$ cat src/rtl/hazard_control_unit_pkg.sv
// Shared definitions for the execution-stage hazard scheduler: operand
// select encodings, FSM state codes and the shadow-pipe entry layout.
// Forwarding is built in only when HAZARD_FORWARDING_EN is defined.
package hazard_control_unit_pkg;

    localparam int NUM_SHADOW = 4;   // DM1, DM2, DM3, WB
    localparam int REG_ADDR_W = 5;
    localparam int SEL_W      = 3;

    localparam logic [SEL_W-1:0] SEL_RS     = 3'd0;
    localparam logic [SEL_W-1:0] SEL_PC_IMM = 3'd1;
    localparam logic [SEL_W-1:0] SEL_DM1    = 3'd2;
    localparam logic [SEL_W-1:0] SEL_DM2    = 3'd3;
    localparam logic [SEL_W-1:0] SEL_DM3    = 3'd4;
    localparam logic [SEL_W-1:0] SEL_WB     = 3'd5;

    typedef enum logic [1:0] {
        ST_RUN       = 2'd0,
        ST_INTERLOCK = 2'd1,
        ST_FREEZE    = 2'd2
    } state_t;

    // is_load sits in bit 0 of the packed entry
    typedef struct packed {
        logic                  valid;
        logic [REG_ADDR_W-1:0] rd;
        logic                  is_load;
    } shadow_t;

    localparam int SHADOW_W = $bits(shadow_t);

    // Writes to x0 or without write-enable never produce a forwardable value
    function automatic shadow_t make_entry(input logic [REG_ADDR_W-1:0] rd,
                                           input logic                  we,
                                           input logic [2:0]            load);
        shadow_t e;
        e.valid   = we && (rd != '0);
        e.rd      = rd;
        e.is_load = |load;
        return e;
    endfunction

    // Forwarding select for shadow slot 0..3
    function automatic logic [SEL_W-1:0] stage_sel(input int idx);
        case (idx)
            0:       return SEL_DM1;
            1:       return SEL_DM2;
            2:       return SEL_DM3;
            default: return SEL_WB;
        endcase
    endfunction

endpackage

$ cat src/rtl/hazard_control_unit_match.sv
// One operand's view of the shadow pipe: finds the youngest in-flight
// producer of rs and reports either a forwarding select or a hazard.
// With HAZARD_FORWARDING_EN only a load still short of WB is a hazard;
// without it any producer still in DM1..WB is a hazard.
module hazard_match
    import hazard_control_unit_pkg::*;
(
    input  logic [REG_ADDR_W-1:0]              i_rs,
    input  logic                               i_used,
    input  logic [NUM_SHADOW-1:0][SHADOW_W-1:0] i_entries,
    output logic [SEL_W-1:0]                   o_select,
    output logic                               o_load_hit
);

    logic    w_found;
    shadow_t w_e;

    // Scan DM1 first so the youngest producer wins
    always_comb begin
        o_select   = SEL_RS;
        o_load_hit = 1'b0;
        w_found    = 1'b0;
        w_e        = '0;
        for (int i = 0; i < NUM_SHADOW; i++) begin
            w_e = shadow_t'(i_entries[i]);
            if (!w_found && i_used && (i_rs != '0) && w_e.valid && (w_e.rd == i_rs)) begin
                w_found = 1'b1;
`ifdef HAZARD_FORWARDING_EN
                // load data only exists once the producer reaches WB
                if (w_e.is_load && (i < NUM_SHADOW - 1))
                    o_load_hit = 1'b1;
                else
                    o_select = stage_sel(i);
`else
                o_load_hit = 1'b1;
`endif
            end
        end
    end

`ifndef HAZARD_FORWARDING_EN
    // Load flags only matter when forwarding is built in
    logic w_unused_load;
    always_comb begin
        w_unused_load = 1'b0;
        for (int i = 0; i < NUM_SHADOW; i++)
            w_unused_load = w_unused_load ^ i_entries[i][0];
    end
`endif

endmodule

$ cat src/rtl/hazard_control_unit.sv
// Execution-stage hazard scheduler: shadow pipe of in-flight writers
// (DM1..WB), ALU operand forwarding selects, load-use interlock, data
// cache freeze, branch flush and a saturating stall-cycle counter.
// Build option: HAZARD_FORWARDING_EN enables DM1..WB forwarding; without
// it every RAW dependence interlocks until the producer retires.
module hazard_control_unit
    import hazard_control_unit_pkg::*;
#(
    parameter logic HIGH          = 1'b1,
    parameter logic LOW           = 1'b0,
    parameter int   COUNTER_WIDTH = 32
) (
    input  logic                     i_clk,
    input  logic                     i_rst,
    input  logic [REG_ADDR_W-1:0]    i_rs1_address,
    input  logic [REG_ADDR_W-1:0]    i_rs2_address,
    input  logic                     i_rs1_used,
    input  logic                     i_rs2_used,
    input  logic                     i_alu_in1_pc_select,
    input  logic                     i_alu_in2_imm_select,
    input  logic [REG_ADDR_W-1:0]    i_rd_address_ex,
    input  logic                     i_rd_write_enable_ex,
    input  logic [2:0]               i_data_cache_load_ex,
    input  logic                     i_branch_taken,
    input  logic                     i_data_cache_ready,
    output logic [SEL_W-1:0]         o_alu_in1_mux_select,
    output logic [SEL_W-1:0]         o_alu_in2_mux_select,
    output logic                     o_stall_fetch_stage,
    output logic                     o_stall_decode_stage,
    output logic                     o_stall_execution_stage,
    output logic                     o_bubble_execution_stage,
    output logic                     o_stall_data_memory,
    output logic                     o_flush_fetch_stage,
    output logic                     o_flush_decode_stage,
    output logic [COUNTER_WIDTH-1:0] o_stall_cycle_count
);

    logic [NUM_SHADOW-1:0][SHADOW_W-1:0] r_shadow;   // [0]=DM1 .. [3]=WB
    state_t                              r_state;
    logic [COUNTER_WIDTH-1:0]            r_count;

    shadow_t          w_ex_entry;
    shadow_t          w_dm1_in;
    logic             w_used1, w_used2;
    logic [SEL_W-1:0] w_fwd_sel1, w_fwd_sel2;
    logic             w_hit1, w_hit2, w_hazard;
    state_t           w_mode;

    // Operands taken from PC/IMM never need a register value
    assign w_used1    = i_rs1_used && !i_alu_in1_pc_select;
    assign w_used2    = i_rs2_used && !i_alu_in2_imm_select;
    assign w_ex_entry = make_entry(i_rd_address_ex, i_rd_write_enable_ex, i_data_cache_load_ex);

    hazard_match u_match_in1 (
        .i_rs       (i_rs1_address),
        .i_used     (w_used1),
        .i_entries  (r_shadow),
        .o_select   (w_fwd_sel1),
        .o_load_hit (w_hit1)
    );

    hazard_match u_match_in2 (
        .i_rs       (i_rs2_address),
        .i_used     (w_used2),
        .i_entries  (r_shadow),
        .o_select   (w_fwd_sel2),
        .o_load_hit (w_hit2)
    );

    assign w_hazard = w_hit1 || w_hit2;

    // FSM transition; outputs decode the state entered this cycle so the
    // interlock and freeze take effect with no added latency
    always_comb begin
        w_mode = ST_RUN;
        case (r_state)
            ST_RUN:       w_mode = !i_data_cache_ready ? ST_FREEZE :
                                   w_hazard ? ST_INTERLOCK : ST_RUN;
            ST_INTERLOCK: w_mode = !i_data_cache_ready ? ST_FREEZE :
                                   !w_hazard ? ST_RUN : ST_INTERLOCK;
            // leaving FREEZE re-checks the hazard in the same cycle
            ST_FREEZE:    w_mode = !i_data_cache_ready ? ST_FREEZE :
                                   w_hazard ? ST_INTERLOCK : ST_RUN;
            default:      w_mode = ST_RUN;
        endcase
    end

    // FSM state register
    always_ff @(posedge i_clk) begin
        if (i_rst)
            r_state <= ST_RUN;
        else
            r_state <= w_mode;
    end

    // A bubble enters DM1 while EX is held by the interlock
    assign w_dm1_in = (w_mode == ST_INTERLOCK) ? shadow_t'('0) : w_ex_entry;

    // Shadow pipe advances every cycle except during a cache freeze
    always_ff @(posedge i_clk) begin
        if (i_rst)
            r_shadow <= '0;
        else if (w_mode != ST_FREEZE)
            r_shadow <= {r_shadow[NUM_SHADOW-2:0], w_dm1_in};
    end

    // Saturating count of interlock and freeze cycles
    always_ff @(posedge i_clk) begin
        if (i_rst)
            r_count <= '0;
        else if ((w_mode != ST_RUN) && (r_count != '1))
            r_count <= r_count + 1'b1;
    end

    assign o_stall_cycle_count = r_count;

    // Stage controls and operand selects
    always_comb begin
        o_alu_in1_mux_select     = i_alu_in1_pc_select  ? SEL_PC_IMM : w_fwd_sel1;
        o_alu_in2_mux_select     = i_alu_in2_imm_select ? SEL_PC_IMM : w_fwd_sel2;
        o_stall_fetch_stage      = LOW;
        o_stall_decode_stage     = LOW;
        o_stall_execution_stage  = LOW;
        o_bubble_execution_stage = LOW;
        o_stall_data_memory      = LOW;
        o_flush_fetch_stage      = LOW;
        o_flush_decode_stage     = LOW;
        case (w_mode)
            ST_INTERLOCK: begin
                o_alu_in1_mux_select     = SEL_RS;
                o_alu_in2_mux_select     = SEL_RS;
                o_stall_fetch_stage      = HIGH;
                o_stall_decode_stage     = HIGH;
                o_bubble_execution_stage = HIGH;
            end
            ST_FREEZE: begin
                o_stall_fetch_stage      = HIGH;
                o_stall_decode_stage     = HIGH;
                o_stall_execution_stage  = HIGH;
                o_stall_data_memory      = HIGH;
            end
            default: begin
                // RUN implies no hazard and cache ready
                o_flush_fetch_stage  = i_branch_taken;
                o_flush_decode_stage = i_branch_taken;
            end
        endcase
    end

endmodule

$ cat config.mk
export PLATFORM = sky130hd
export DESIGN_NAME = hazard_control_unit
export DESIGN_NICKNAME = d
export VERILOG_FILES = /design/src/rtl/hazard_control_unit_pkg.sv /design/src/rtl/hazard_control_unit_match.sv /design/src/rtl/hazard_control_unit.sv
export SDC_FILE = /design/constraint.sdc
export NUM_CORES = 1
export LEC_CHECK = 0
export ABC_CLOCK_PERIOD_IN_PS = 4000
export BUFFER_PORTS_ARGS = -buffer_cell sky130_fd_sc_hd__buf_2
export CAP_MARGIN = 20
export CELL_PAD_IN_SITES_DETAIL_PLACEMENT = 1
export CELL_PAD_IN_SITES_GLOBAL_PLACEMENT = 1
export CORE_MARGIN = 3
export CORE_UTILIZATION = 40
export DETAILED_ROUTE_END_ITERATION = 8
export HOLD_SLACK_MARGIN = 0.02
export PLACE_DENSITY = 0.8
export SYNTH_ARGS = -nofsm -noshare
export SYNTH_HDL_FRONTEND = slang
export SYNTH_SLANG_ARGS = --single-unit
$ cat constraint.sdc
create_clock -name i_clk -period 4 [get_ports i_clk]
set_clock_uncertainty 0.15 [all_clocks]
set_input_delay 0 -clock i_clk [delete_from_list [all_inputs] [get_ports i_clk]]
set_output_delay 0 -clock i_clk [all_outputs]
set_load 0.02 [all_outputs]
# == Yosys cells after proc, flatten, opt, wreduce, memory -nomap -nowiden ==
# Cells that the tools add are included.
# op_classes
add_sub_neg,1
n_mul,0
n_div,0
n_lt_le_gt_ge,0
n_eq_ne,14
shift,0
n_mux,20
bitwise_logic,0
reduce_logical,51
# ops
op,n
$eq 5x5->1,8
$logic_and 1x1->1,34
$add 32x1->32 const B,1
$ne 32x32->1 const B,1
$mux 1,17
$reduce_bool 5->1,3
$logic_not 1->1,8
$mux 7,1
$reduce_or 3->1,2
$eq 2x1->1 const B,2
$eq 2x2->1 const B,2
$mux 2,2
$logic_not 2->1,1
$ne 2x2->1 const B,1
$reduce_bool 2->1,1
$reduce_or 2->1,1
$logic_or 1x1->1,1
# totals
reg_bits,62
latchBits,0
ramBits,0
rom_bits,0
elab_cells,92
memories,0

# == Longest topological paths before layout ==
# logic_depth
ltp_word,31
mapped_depth,12
mapped_depth_nobuf,10

# == Hierarchy ==
# Synthesis repeated with hierarchy kept, for this count alone.
# unflattened
cells_unflattened,412
area_unflattened_um2,3443.3
# modules_own_cells
mod,instances,cells_each,area_each_um2,seq_area_each_um2
hazard_control_unit,1,332,2787.7,1241.2
hazard_match,2,40,327.8,0.0

# == Least setup slack after synthesis ==
# No wires, ideal clock.
# synth_path
path_type,register -> register
startpoint,reg r_shadow[19] (netlist bit)
endpoint,reg r_count[18] (netlist: o_stall_cycle_count[18])
setup_time_ns,0.121
arrival_time_ns,2.618
required_ns,3.729
setup_slack_ns,1.110
path_stages_with_launch,11
path_cell_list,dfxtp_1 > xor2_1 > nor4_1 > nand3_1 > and4_1 > o22a_1 > ha_1 > or4_4 > a21oi_2 > nand3_2 > mux2_4
# synth_via
elab_chain_cells,15
elab_cells_between_ends,24
cone_classes,eq/ne (2); mux (7); reduce/logical (15)
# synth_rtl
element,line,source
start: declaration,hazard_control_unit.sv:38,logic [NUM_SHADOW-1:0][SHADOW_W-1:0] r_shadow;
start signal: assignment,hazard_control_unit.sv:104,"r_shadow <= {r_shadow[NUM_SHADOW-2:0], w_dm1_in};"
$eq 5x5->1,hazard_control_unit_match.sv:26,if (!w_found && i_used && (i_rs != '0) && w_e.valid && (w_e.rd == i_rs)) begin
$logic_and 1x1->1,hazard_control_unit_match.sv:26,
$mux 1,hazard_control_unit_match.sv:26,
$logic_not 1->1,hazard_control_unit_match.sv:26,
$logic_and 1x1->1 (4 in series),hazard_control_unit_match.sv:26,
$mux 1,hazard_control_unit_match.sv:26,
$logic_or 1x1->1 *,hazard_control_unit.sv:70,assign w_hazard = w_hit1 || w_hit2;
$mux 1 *,"hazard_control_unit.sv:78, hazard_control_unit.sv:80, hazard_control_unit.sv:83",
$mux 2 *,"hazard_control_unit.sv:77, hazard_control_unit.sv:79, hazard_control_unit.sv:82",
$mux 2 *,-,
$reduce_bool 2->1 *,hazard_control_unit.sv:111,else if ((w_mode != ST_RUN) && (r_count != '1))
$logic_and 1x1->1 *,hazard_control_unit.sv:111,
end signal: assignment,hazard_control_unit.sv:112,r_count <= r_count + 1'b1;
end: declaration,hazard_control_unit.sv:40,logic [COUNTER_WIDTH-1:0] r_count;
# Every way passes the cells marked *; elsewhere a longest branch is shown, timed or not.
# A chain may end at the register's enable or synchronous reset.

# == Final worst setup path ==
# layout_path
startpoint,reg r_shadow[3] (netlist bit)
endpoint,reg r_count[27] (netlist: o_stall_cycle_count[27])
# layout_via
elab_chain_cells,27
elab_cells_between_ends,48
cone_classes,eq/ne (2); mux (11); reduce/logical (35)
# layout_rtl
element,line
$eq 5x5->1,hazard_control_unit_match.sv:26
$logic_and 1x1->1,hazard_control_unit_match.sv:26
$mux 1,hazard_control_unit_match.sv:26
$logic_not 1->1,hazard_control_unit_match.sv:26
$logic_and 1x1->1 (4 in series),hazard_control_unit_match.sv:26
$mux 1,hazard_control_unit_match.sv:26
$logic_not 1->1,hazard_control_unit_match.sv:26
$logic_and 1x1->1 (4 in series),hazard_control_unit_match.sv:26
[... 2 more ...],-
$logic_and 1x1->1 (4 in series),hazard_control_unit_match.sv:26
$mux 1,hazard_control_unit_match.sv:26
$logic_or 1x1->1 *,hazard_control_unit.sv:70
$mux 1 *,"hazard_control_unit.sv:78, hazard_control_unit.sv:80, hazard_control_unit.sv:83"
$mux 2 *,"hazard_control_unit.sv:77, hazard_control_unit.sv:79, hazard_control_unit.sv:82"
$mux 2 *,-
$reduce_bool 2->1 *,hazard_control_unit.sv:111
$logic_and 1x1->1 *,hazard_control_unit.sv:111
# Marked as above.

==> summary.md <==
| Metric | Value |
|---|---|
| Status | finished clean |
| DR DRC count | 0 |
| Effective utilization at floorplan | 41.4% |
| Die height | roughly 98 µm |
| Count of nets left with antenna violations after detail routing | 0 |
| Fraction of post-synthesis cell area in the top cell type by area | 34.0% |
| Count of mapped cells out of synthesis | 415 |
| Boundary Pins | 72 |
| Post-layout worst setup margin | 0.677 ns |
| Worst hold stages | 4 |
| Fillcell total | roughly 1.1k |
| Remaining global-route overflow | 0 |
| Number of global-route vias before repair | 3289 |
| Clock root buffer | sky130_fd_sc_hd__clkbuf_8 |
| Worst flop-to-flop path endpoint | o_stall_cycle_count[27]$_SDFFE_PP0P_ |
| Core occupancy in the finished layout | 47.9% |
| Fin crit share | 83.1% |
| Total area of multi-input combinational cells | roughly 2100 µm² |
| Total number of nets in the final design | 500 |
| Number of inserted diodes | 0 |
| Setup violations, final | 0 |
| Num Clock Sinks | 58 |
| Summed negative setup slack over all endpoints | 0 ns |
| P per Cell Area | 293 nW/µm² |
| FF+latch count, synth | 58 |
| Unrepaired setup endpoints after global routing | false |
| Worst reg2reg path depth | 10 |
| Antenna violations before repair | 0 |
| Data arrival time of the worst path | 3.42 ns |
| Synth Area in Adders | 1.10% |
| Number of buffers created by CTS | 9 |
| Num rows | 33 |
| Worst setup path category | reg -> reg |
| Maximum clock rate | 0.301 GHz |
| Maximum number of pins on one net before global-route repair | 50 |
| Crit-path max FO | 13 |
| Via count | 3210 |
| Post-placement worst setup slack | 0.708 ns |
| CTS HTree Levels | 3 |
| XOR/XNOR share of the synthesized area | about 12% |
| Fraction of registers with async set or reset after synthesis | 0% |
| Main area contributors after synthesis | sky130_fd_sc_hd__dfxtp_1 (34%), sky130_fd_sc_hd__xor2_1 (8.2%), sky130_fd_sc_hd__nand2_1 (6.7%), sky130_fd_sc_hd__a21oi_1 (5.1%), sky130_fd_sc_hd__xnor2_1 (3.8%) |
| Crit path time final | 3.32 ns |
| Number of warnings printed during yosys synthesis | 0 |
| Final-report hold violation count | 0 |
| Setup slack, reg-to-reg | 0.68 ns |
| Leading cell types in the layout, fill and taps excluded | sky130_fd_sc_hd__buf_2 (64), sky130_fd_sc_hd__nand2_1 (61), sky130_fd_sc_hd__dfxtp_1 (58) |
| Terminating pin of the worst hold path | r_state[1]$_SDFF_PP0_ |
| Post-Synthesis Cell Area | 3420 µm² |
| Synth Area per Inst | 8.24 µm² |
| Detail-routed via count per cell | 5.54 |
| Endpoint type of the worst setup path | flip-flop |
| Share of final-layout standard cells stronger than drive strength 1 | 21.7% |
| Core box area | 8260 µm² |
| Detail Placement HPWL | 6970 µm |
| Final RePlAce weighted congestion | 0.838 |
| Horizontal die dimension | slightly below 100 µm |
| Commonest non-fill, non-tap cell in the layout | sky130_fd_sc_hd__buf_2 |
| Layout overhead on the synthesized area | 15.6% |
| Global-route usage over all layers | between 10% and 20% |
| Share of synthesized area occupied by flip-flops and latches | 34.0% |
| Post-DR wirelength/cell | ~16 µm |
| Peak ir drop on the vdd network | between 0.15 and 0.2 mV |
| Area fraction in and, or, nand and nor cells after synthesis | 31.5% |
| FF+latch area | between 1000 and 1500 µm² |
| Tightest hold margin | 0.116 ns |
| Type of element launching the critical path | flip-flop |
| Max Cap Violations | 0 |
| Total iterations of the first detailed-routing run | 4 |
| Lkg Pwr | 0.00155 µW |
| CP required | ~4 ns |
| Clock tree from TritonCTS | done |
| Combinational family with the most area after synthesis | simple AND/OR/NAND/NOR gates |
| Port-buffer cells | 64 |
| Clock Tree Buf Depth | 2 |
| Die Footprint | a little under 10000 µm² |
| Launch point of the worst reg-to-reg path | r_shadow[3]$_SDFFE_PP0N_ |
| Clock slew at reported path FFs | around 0.060 ns |
| Worst-margin pin slew | 0.883 ns |
| Most area-hungry cell type in the Yosys netlist | sky130_fd_sc_hd__dfxtp_1 |
| Global-route wire length before repair | roughly 16000 µm |
| Count of flip-flops with a built-in enable after synthesis | 0 |
| Slew Limit Headroom | 41.1% |
| Area fraction in compound gates after synthesis | 13.0% |
| Clock insertion delay at the later pin of the skew report | 0.33 ns |
| Most common flop cell mapped by yosys | sky130_fd_sc_hd__dfxtp_1 |
| Cts repair resizes | 0 |
| Detailed-route wire length | 9440 µm |
| Type of the most critical hold path | in -> reg |
| Worst min-delay path startpoint | i_data_cache_ready |
| Number of violations reported at the end of detailed-routing iteration 0 | 75 |
| Number of slew-limit violations in the final report | 0 |
| Mux share of post-synthesis cell area | 2.34% |
| Library cells used by synthesis | 60 |
[worst max-delay path by stage]
stage	startpoint	to	slack, ns	cells past startpoint
after floorplan	r_shadow[19]$_SDFFE_PP0N_	o_stall_cycle_count[18]$_SDFFE_PP0P_	1.11	10
after global routing	r_shadow[3]$_SDFFE_PP0N_	o_stall_cycle_count[27]$_SDFFE_PP0P_	0.41	10
final	r_shadow[3]$_SDFFE_PP0N_	o_stall_cycle_count[27]$_SDFFE_PP0P_	0.68	10
after CTS	r_shadow[3]$_SDFFE_PP0N_	o_stall_cycle_count[18]$_SDFFE_PP0P_	0.69	10
after global placement	r_shadow[19]$_SDFFE_PP0N_	o_stall_cycle_count[18]$_SDFFE_PP0P_	0.77	10
after detailed placement	r_shadow[3]$_SDFFE_PP0N_	o_stall_cycle_count[18]$_SDFFE_PP0P_	0.71	10
[through the flow]
| stage | std cells | instance area [µm²] | power (µW) |
|---|---|---|---|
| 2_1_floorplan | 418 | 3430 | 694 |
| 3_3_place_gp | 554 | 3700 | 720 |
| 3_5_place_dp | 554 | 3700 | 726 |
| 4_1_cts | 578 | 3950 | 1170 |
| 5_1_grt | 579 | 3950 | 1210 |
| 6_report | 579 | 3950 | 1160 |
[synthesized netlist by cell type (all sizes together), types with 7 or more instances]
cell type	instances
a21oi	39
and4	7
buf	16
clkbuf	20
dfxtp	58
nand2	61
nand3	20
nand4	9
nor2	24
nor2b	9
nor4	15
o21ai	11
or3	9
or4	8
xnor2	15
xor2	32
[worst max-delay path, cell delays in order (launching register included)]
cell                      delay [ns]
sky130_fd_sc_hd__dfxtp_1        0.36
sky130_fd_sc_hd__xor2_1         0.19
sky130_fd_sc_hd__nor4_1         0.32
sky130_fd_sc_hd__nand3_1        0.12
sky130_fd_sc_hd__and4_1         0.24
sky130_fd_sc_hd__o22a_1         0.24
sky130_fd_sc_hd__ha_1           0.34
sky130_fd_sc_hd__nor4_4         0.42
sky130_fd_sc_hd__nand4_1        0.26
sky130_fd_sc_hd__or4_1          0.45
sky130_fd_sc_hd__a21oi_1        0.16
[kinds of logic (layout without fill, tap and decap cells)]
| kind of cell | count (synthesis) | after routing |
|---|---|---|
| buf+inv | 37 | 93 |
| simple gates | 191 | 191 |
| other cells | 1 | 4 |
| fa+ha+maj | 3 | 3 |
| flops | 58 | 58 |
| mux | 7 | 7 |
| xor+xnor | 47 | 47 |
| compound gates | 71 | 71 |
[layout make-up]
type	count	share of cell area, %
inverters	1	0.0950
well taps	105	3.32
clock inverters	4	0.506
repair buffers	77	11.1
multi-input cells	323	52.2
clock buffers	11	3.32
flip-flops and latches	58	29.4
[state kept, by name, summed over array words and instances (netlist names)]
signal,flops
o_stall_cycle_count,32
r_shadow,24
r_state,2
[routing by layer]
layer,vias to the layer above,GRT usage [%],part of all wire (%)
met3,13,2.76,3.5
met2,59,34.4,50
met5,-,0,0
met4,0,6.09,1.4
met1,1575,25.3,45
li1,1563,-,-
[power by group]
group / internal, µW / leakage [µW] / switching, µW
Sequential: 587 / 0.000469 / 12.2
Combinational: 46.1 / 0.000995 / 73.9
Clock: 217 / 0.0000827 / 222
Total: 850 / 0.00155 / 308
[what timing repair did]
action | 4_1_cts | 5_1_grt
endpoints found under the hold margin | 7 | 0
hold buffers | 9 | 0
setup buffers | 0 | 0
setup endpoints to repair | 0 | 0
(Power assumes the default switching activity.)
